**config.mk**
```make
export PLATFORM = sky130hd
export DESIGN_NAME = slot_ready_ctrl
export DESIGN_NICKNAME = d
export VERILOG_FILES = /design/src/rtl/slot_ready_ctrl.sv
export SDC_FILE = /design/constraint.sdc
export NUM_CORES = 1
export LEC_CHECK = 0
export CORE_MARGIN = 8
export CORE_UTILIZATION = 25
export DETAILED_ROUTE_END_ITERATION = 16
export GPL_ROUTABILITY_DRIVEN = 0
export SETUP_SLACK_MARGIN = 0.05
export SLEW_MARGIN = 20
export SYNTH_ARGS = -nofsm -noshare
export SYNTH_HDL_FRONTEND = slang
export SYNTH_SLANG_ARGS = --single-unit
```
**constraint.sdc**
```tcl
create_clock -name clk -period 6.9 [get_ports clk]
set_input_delay 1.38 -clock clk [delete_from_list [all_inputs] [get_ports clk]]
set_output_delay 1.38 -clock clk [all_outputs]
set_load 0.01 [all_outputs]
```
**src/rtl/slot_ready_ctrl.sv**
```systemverilog
// Per-slot ready conditioning: synchronizes backplane ready, enforces a configurable
// minimum wait per slot and a global timeout, and services one selected slot at a time.
module slot_ready_ctrl #(
    parameter int NUM_SLOTS = 5,
    parameter int WAIT_W    = 4,
    parameter int TMO_W     = 8
) (
    input  logic                 clk,
    input  logic                 rst,
    input  logic [NUM_SLOTS-1:0] cs_n,
    input  logic [NUM_SLOTS-1:0] slot_ready_n_raw,
    input  logic                 cfg_we,
    input  logic [7:0]           cfg_addr,
    input  logic [7:0]           cfg_wdata,
    input  logic                 tmo_clr,
    output logic [NUM_SLOTS-1:0] dev_ready_n,
    output logic                 tmo_flag,
    output logic [2:0]           tmo_slot
);

    localparam int CMP_W = (TMO_W > 8) ? TMO_W : 8;

    typedef enum logic [1:0] {
        ST_IDLE = 2'd0,
        ST_WAIT = 2'd1,
        ST_DONE = 2'd2
    } state_t;

    state_t                state_q, state_d;
    logic [NUM_SLOTS-1:0]  sync1_q, sync2_q;
    logic [WAIT_W-1:0]     wait_q [NUM_SLOTS];
    logic [WAIT_W-1:0]     wait_d [NUM_SLOTS];
    logic [7:0]            tmo_lim_q, tmo_lim_d;
    logic [2:0]            sel_q, sel_d;
    logic [WAIT_W-1:0]     cur_wait_q, cur_wait_d;
    logic [7:0]            cur_lim_q, cur_lim_d;
    logic [TMO_W-1:0]      e_q, e_d;
    logic                  tmo_flag_q, tmo_flag_d;
    logic [2:0]            tmo_slot_q, tmo_slot_d;

    logic                  any_cs_s;
    logic [2:0]            sel_s;
    logic [2:0]            cur_sel_s;
    logic [WAIT_W-1:0]     cur_wait_s;
    logic [7:0]            cur_lim_s;
    logic [TMO_W-1:0]      cur_e_s;
    logic                  stretch_s;
    logic                  tmo_hit_s;
    logic                  drive_en_s;
    logic                  ready_s;
    logic                  tmo_event_s;

    // Lowest-index active select wins; scan from the top so the lowest overwrites.
    always_comb begin
        any_cs_s = 1'b0;
        sel_s    = 3'd0;
        for (int i = NUM_SLOTS - 1; i >= 0; i--) begin
            sel_s    = (!cs_n[i]) ? 3'(i) : sel_s;
            any_cs_s = any_cs_s | ~cs_n[i];
        end
    end

    // In IDLE the live config and a zero elapsed count apply, so the first cycle
    // can already stretch; afterwards the values captured at cycle 0 are used.
    always_comb begin
        cur_sel_s  = (state_q == ST_IDLE) ? sel_s          : sel_q;
        cur_wait_s = (state_q == ST_IDLE) ? wait_q[sel_s]  : cur_wait_q;
        cur_lim_s  = (state_q == ST_IDLE) ? tmo_lim_q      : cur_lim_q;
        cur_e_s    = (state_q == ST_IDLE) ? {TMO_W{1'b0}}  : e_q;
        stretch_s  = (CMP_W'(cur_e_s) < CMP_W'(cur_wait_s)) || !sync2_q[cur_sel_s];
        tmo_hit_s  = (cur_lim_s != 8'd0) && (CMP_W'(cur_e_s) == CMP_W'(cur_lim_s)) && stretch_s;
    end

    // Config register decode; unknown addresses leave everything unchanged.
    always_comb begin
        for (int i = 0; i < NUM_SLOTS; i++) begin
            wait_d[i] = (cfg_we && (cfg_addr == 8'(32 + i))) ? cfg_wdata[WAIT_W-1:0] : wait_q[i];
        end
        tmo_lim_d = (cfg_we && (cfg_addr == 8'h28)) ? cfg_wdata : tmo_lim_q;
    end

    // Slot service FSM: next state, captured transaction context and ready drive.
    always_comb begin
        state_d     = state_q;
        sel_d       = sel_q;
        cur_wait_d  = cur_wait_q;
        cur_lim_d   = cur_lim_q;
        e_d         = e_q;
        drive_en_s  = 1'b0;
        ready_s     = 1'b1;
        tmo_event_s = 1'b0;
        case (state_q)
            ST_IDLE: begin
                if (any_cs_s) begin
                    sel_d       = sel_s;
                    cur_wait_d  = cur_wait_s;
                    cur_lim_d   = cur_lim_s;
                    // e is 0 during cycle 0, so the first WAIT cycle sees 1.
                    e_d         = TMO_W'(1);
                    drive_en_s  = 1'b1;
                    ready_s     = !stretch_s || tmo_hit_s;
                    tmo_event_s = tmo_hit_s;
                    state_d     = ready_s ? ST_DONE : ST_WAIT;
                end else begin
                    state_d = ST_IDLE;
                end
            end
            ST_WAIT: begin
                if (cs_n[sel_q]) begin
                    state_d = ST_IDLE;
                end else begin
                    drive_en_s  = 1'b1;
                    ready_s     = !stretch_s || tmo_hit_s;
                    tmo_event_s = tmo_hit_s;
                    e_d         = (e_q == {TMO_W{1'b1}}) ? e_q : e_q + TMO_W'(1);
                    state_d     = ready_s ? ST_DONE : ST_WAIT;
                end
            end
            ST_DONE: begin
                if (cs_n[sel_q]) begin
                    state_d = ST_IDLE;
                end else begin
                    drive_en_s = 1'b1;
                    ready_s    = 1'b1;
                end
            end
            default: begin
                state_d = ST_IDLE;
            end
        endcase
    end

    // Sticky timeout status; a coincident timeout beats the clear.
    always_comb begin
        tmo_flag_d = tmo_event_s ? 1'b1 : (tmo_clr ? 1'b0 : tmo_flag_q);
        tmo_slot_d = tmo_event_s ? cur_sel_s : tmo_slot_q;
    end

    // Ready output: only the serviced slot may be pulled low; reset forces all ready.
    always_comb begin
        for (int i = 0; i < NUM_SLOTS; i++) begin
            dev_ready_n[i] = (!rst && drive_en_s && (cur_sel_s == 3'(i))) ? ready_s : 1'b1;
        end
    end

    // State, config, synchronizer and status registers.
    always_ff @(posedge clk) begin
        if (rst) begin
            state_q    <= ST_IDLE;
            sync1_q    <= {NUM_SLOTS{1'b1}};
            sync2_q    <= {NUM_SLOTS{1'b1}};
            for (int i = 0; i < NUM_SLOTS; i++) begin
                wait_q[i] <= {WAIT_W{1'b0}};
            end
            tmo_lim_q  <= 8'h40;
            sel_q      <= 3'd0;
            cur_wait_q <= {WAIT_W{1'b0}};
            cur_lim_q  <= 8'h40;
            e_q        <= {TMO_W{1'b0}};
            tmo_flag_q <= 1'b0;
            tmo_slot_q <= 3'd0;
        end else begin
            state_q    <= state_d;
            sync1_q    <= slot_ready_n_raw;
            sync2_q    <= sync1_q;
            for (int i = 0; i < NUM_SLOTS; i++) begin
                wait_q[i] <= wait_d[i];
            end
            tmo_lim_q  <= tmo_lim_d;
            sel_q      <= sel_d;
            cur_wait_q <= cur_wait_d;
            cur_lim_q  <= cur_lim_d;
            e_q        <= e_d;
            tmo_flag_q <= tmo_flag_d;
            tmo_slot_q <= tmo_slot_d;
        end
    end

    assign tmo_flag = tmo_flag_q;
    assign tmo_slot = tmo_slot_q;

endmodule

```
# After elaboration in Yosys (flattened, before gate mapping)
# Memories as Yosys holds them, arrays and structs flattened.
# Cells that the tools add are included.
totals:
  out_inout_bits: 9
  mem_bits_rw: 20
  memories: 1
  romBits: 0
  reg_bits: 47
  latch_bits: 0
op_classes:
  bitwise_logic: 14
  addsub: 1
  eq_ne: 23
  magnitude_cmp: 3
  muxes: 51
  n_div: 0
  n_reduce_logical: 32
  multipliers: 0
  shifts: 0
memory_table:
  columns: ["name", "words", "word_bits", "read_ports", "rd_ports_with_merged_regs", "write_ports", "line", "text"]
  rows:
  - ["wait_q", 5, 4, 1, 0, 5, "31", "logic [WAIT_W-1:0] wait_q [NUM_SLOTS];"]
op_table:
  columns: ["op", "count"]
  rows:
  - ["$eq A8 B6 Y1 const B", 6]
  - ["$mux W4", 11]
  - ["$mux W8", 5]
  - ["$mux W1", 18]
  - ["$mux W3", 6]
  - ["$pmux W8 S2", 1]
  - ["$logic_and A1 B1 Y1", 14]
  - ["$reduce_and A2 Y1", 6]
  - ["$or A1 B1 Y1", 9]
  - ["$add A8 B1 Y8 const B", 1]
  - ["$eq A8 B8 Y1", 1]
  - ["$eq A8 B8 Y1 const B", 1]
  - ["$lt A3 B4 Y1 const B", 2]
  - ["$lt A8 B4 Y1", 1]
  - ["$mux W2", 4]
  - ["$ne A2 B2 Y1 const B", 4]
  - ["$reduce_bool A8 Y1", 1]
  - ["$bmux W1 S3", 2]
  - ["$eq A3 B2 Y1 const B", 2]
  - ["$pmux W1 S2", 3]
  - ["$pmux W2 S3", 1]
  - ["$ne A1 B1 Y1 const B", 5]
  - ["$not A1 Y1", 5]
  - ["$reduce_and A4 Y1", 1]
  - ["10 further kinds", 14]

# Logic depth before layout (Yosys ltp)
depth:
  ltp_word: 15
  depth_mapped: 13
  depth_no_buf: 12

# Least setup slack after synthesis
# Ideal clock, no wire load.
synth_timing:
  kind: "input to output"
  startpoint: "input port cs_n[3]"
  endpoint: "output port dev_ready_n[2]"
  arrival_ns: 4.354
  path_slack_ns: 1.166
  stages: 12
  t_required_ns: 5.520
  path_buffers: 0
  cell_sequence: "nand2b_1 > a21boi_0 > mux4_2 > o21ai_0 > nand3_1 > o21ai_0 > ha_1 > o211a_1 > o21a_1 > a311o_1 > and2_1 > or4_1"
synth_between:
  elab_chain_cells: 14
synth_rtl:
  columns: ["element", "line", "text"]
  rows:
  - ["from (decl)", "10", "input logic [NUM_SLOTS-1:0] cs_n,"]
  - ["branches (longest 13 deep; another with $lt A8 B4 Y1)", null, null]
  - ["$mux W1 *", "142", "dev_ready_n[i] = (!rst && drive_en_s && (cur_sel_s == 3'(i))) ? ready_s : 1'b1;"]
  - ["to (decl)", "16", "output logic [NUM_SLOTS-1:0] dev_ready_n,"]
# Every way passes the cells marked *. The select of a mux whose other input is x is not followed.

# Worst setup path after layout
layout_timing:
  startpoint: "input port cs_n[2]"
  endpoint: "output port dev_ready_n[0]"
layout_between:
  elab_chain_cells: 13
layout_rtl:
  columns: ["element", "line"]
  rows:
  - ["branches (longest 12 deep; another with $lt A8 B4 Y1)", null]
  - ["$mux W1 *", "142"]
# Marked as above.

==> flow_metrics.tcl <==
set metrics [dict create \
    setup-tns-final_ns 0 \
    die_h_um 130 \
    ys_seq_area_share_pct 47.6 \
    crit_type "primary input to output port" \
    dp.cells 535 \
    clk_latency_ns 0.33 \
    drtPass1Iterations 6 \
    grt_first_pass_wirelength_mm 13.0 \
    slowest_delay_ns 0.52 \
    grt_pass1_vias 2630 \
    arrival_ns 5.22 \
    worstRegToRegCells 10 \
    initial_core_util_pct 25.6 \
    crit_slowest_cell "clkdlybuf4s50_1" \
    grt_max_degree 51 \
    finalSetupViolations 0 \
    synth_fp_nets 368 \
    numCtsBuffers 9 \
    finalHoldViolations 0 \
    cts-root-buf "clkbuf_16" \
    syn_to_final_growth_pct 29.9 \
    row_count 41 \
    design.core.area_mm2 0.0126 \
    crit_fanout 7 \
    required_ns 5.52 \
    fill_cells 1330 \
    synth_edf_count 20 \
    grt_busiest_layer "met2" \
    dieArea_mm2 0.0168 \
    p_per_area_mw_per_mm2 315 \
    die_x_um 130 \
    synth.cell_area_mm2 0.00324 \
    seq_area_mm2 0.00154 \
    grtUsageMet2_pct 16.1 \
    grt.overflow.total 0 \
    hpwl_mm 5.87 \
    rsz0062_at_grt "false" \
    reg2reg_from "state_q[0]$_SDFFE_PP0P_" \
    tightestPinTransition_ns 1.04 \
    yosys_warnings 0 \
    wl_mm 7.85 \
    antenna_cells 0 \
    ant_nets 0 \
    final_cell_area_mm2 0.00420 \
    period_needed_ns 6.60 \
    first_iter_violations 133 \
    async_reset_ff_share_pct 0 \
    clock-sinks 67 \
    vdd_drop_max_uv 121 \
    io_pins 39 \
    antenna_found_initial 0 \
    maxCapViolations 0 \
    cts_tree "built" \
    fmax_mhz 151 \
    holdBufCountCts 0 \
    multiInputGateArea_mm2 0.00161 \
    avgRoutedWirePerCell_um 14.2 \
    path_clk_slew_ns 0.05 \
    postPlaceCellArea_mm2 0.00384 \
    htreeDepth 3 \
    fin_skew_ns 0.00820 \
    vias 2603 \
    timing.critical_path.from "cs_n[2]" \
    fin_nets 413 \
    path_cells "clkdlybuf4s50_1 -> buf_4 -> nand2_1 -> and3_4 -> mux4_2 -> mux2i_2 -> nand2_1 -> o21ai_0 -> ha_1 -> a21oi_1 -> o21ai_0 -> a311o_2 -> a211oi_2 -> buf_4 -> nand3_1 -> clkdlybuf4s50_1" \
    portBuffers 38 \
    syn_avg_cell_area_um2 9.81 \
    drc 0 \
    met1_usage_pct 11.6 \
    power_leakage_nw 1.61 \
    grt_usage_pct 9.83 \
    slew_violations 0 \
    start_kind "primary input" \
    via_per_inst 4.72 \
    finalCritPeriodShare_pct 95.7 \
    hold_path.class "register to register" \
    drive_gt1_share_pct 15.8 \
    cp-end-kind "output port" \
    grt_use_met3_pct 2.90 \
    slew_headroom_pct 30.6 \
    syn_inst 330 \
    clock_path_buffers 2 \
    synth.distinct_cells 57 \
    min_from "sync1_q[0]$_SDFF_PP1_" \
    instances_no_fill 552 \
    ys_ff_latch 67 \
    status "finished, final reports clean" \
    whs_path_depth 1 \
    synth_top_flop_cell "dfxtp_1" \
]
==> worst max-delay path: cells and delay by family <==
family / cells / cell delay (ns)
AO/OA/AOI/OAI: 5 / 1.07
adder cells (fa/ha/maj): 1 / 0.29
buffers and inverters: 4 / 1.31
multiplexers: 2 / 0.70
AND/OR/NAND/NOR: 4 / 0.46
==> synthesized netlist by cell type, types with 2 or more instances <==
| master | instances | share of area (%) |
|---|---|---|
| dfxtp_1 | 47 | 29 |
| nand2_1 | 31 | 3.6 |
| nor2_1 | 25 | 2.9 |
| a21oi_1 | 20 | 3.1 |
| edfxtp_1 | 20 | 19 |
| inv_1 | 14 | 1.6 |
| mux2i_1 | 13 | 4.0 |
| o21ai_0 | 13 | 2.0 |
| a211oi_1 | 12 | 2.8 |
| or2_2 | 12 | 2.3 |
| clkbuf_1 | 9 | 1.0 |
| xor2_1 | 9 | 2.4 |
| ha_1 | 8 | 3.1 |
| nor2b_1 | 8 | 1.5 |
| and2_1 | 7 | 1.4 |
| nand3_1 | 6 | 0.93 |
| buf_2 | 5 | 0.77 |
| nor3_1 | 5 | 0.77 |
| or3_1 | 5 | 0.97 |
| a21o_1 | 4 | 0.93 |
| a31o_2 | 4 | 1.1 |
| nor4_1 | 4 | 0.77 |
| a31oi_1 | 3 | 0.58 |
| and3_1 | 3 | 0.58 |
| mux4_2 | 3 | 2.1 |
| o21ai_1 | 3 | 0.46 |
| a211o_1 | 2 | 0.54 |
| a21boi_0 | 2 | 0.46 |
| nand2b_1 | 2 | 0.39 |
| nand3b_1 | 2 | 0.46 |
| o2111ai_1 | 2 | 0.54 |
| or4_1 | 2 | 0.46 |
==> registers in the layout, summed over array words and instances, names as in the netlist, 4 cells and up <==
name / flops
cur_lim_q: 8
cur_wait_q: 4
e_q: 8
sync1_q: 5
sync2_q: 5
tmo_lim_q: 8
wait_q: 20
==> stage by stage <==
step                setup slack (ns)  util [%]  total power, mW  hold slack [ns]
finish                         0.297      33.3             1.32            0.406
global route                   0.115      33.3             1.40            0.416
global placement              0.0921      30.4            0.821            0.394
CTS                           0.0985      33.0             1.32            0.405
detailed placement             0.150      30.4            0.825            0.392
floorplan                       1.17         -            0.706            0.389
==> power by group <==
part           switching [mW]  internal (mW)
Sequential             0.0232          0.438
Clock                   0.174          0.319
Combinational           0.225          0.144
Total                   0.423          0.901
==> placed cells by master, fill, tap and decap left out, drive strengths merged, types with 2 or more instances in the layout <==
cell type,instances
or4,2
mux4,3
nand4,2
clkinv,2
nor2,26
o2111ai,2
clkdlybuf4s50,35
mux2i,13
edfxtp,20
a31o,4
nor3,5
o21ai,16
nor4,4
nand3b,2
clkbuf,9
or2,12
nand2,31
a211o,2
a21oi,20
nand2b,2
dlymetal6s2s,3
dfxtp,47
bufinv,2
nand3,6
or3,5
a21o,4
and2,7
buf,10
inv,18
nor2b,8
and3,3
xor2,9
a31oi,4
a211oi,12
ha,8
a21boi,2
==> cell type report <==
class,instances,area share (%)
Multi-Input combinational cell,234,38.2
Sequential cell,67,36.7
Timing Repair Buffer,48,11.0
Clock buffer,9,5.36
Tap cell,172,5.12
Clock inverter,7,2.32
Inverter,15,1.34
==> path summary, 6_finish.rpt <==
check	to	slack, ns
max	dev_ready_n[0]	0.30
min	sync2_q[0]$_SDFF_PP1_	0.41
max reg2reg	tmo_slot[1]$_SDFFE_PP0P_	3.75
min reg2reg	sync2_q[0]$_SDFF_PP1_	0.41
==> per-layer routing <==
| layer | up-vias | part of all wire, % | wire length [um] |
|---|---|---|---|
| li1 | 1295 | - | - |
| met1 | 1233 | 46 | 3590 |
| met2 | 61 | 48 | 3760 |
| met3 | 14 | 4.3 | 339 |
| met4 | 0 | 2.1 | 162 |
| met5 | - | 0 | 0 |
==> repair_timing <==
item	CTS	global route
setup endpoints to repair	0	5
resized for setup	0	14
buffers inserted	0	1
==> cell families after synthesis <==
kind of cell | share of synthesized area, %
adder cells (fa/ha/maj) | 3.09
buffers and inverters | 3.56
XOR/XNOR | 2.44
AND/OR/NAND/NOR | 18.8
multiplexers | 6.11
AO/OA/AOI/OAI | 18.4
flip-flops | 47.6
(Power assumes the default switching activity.)
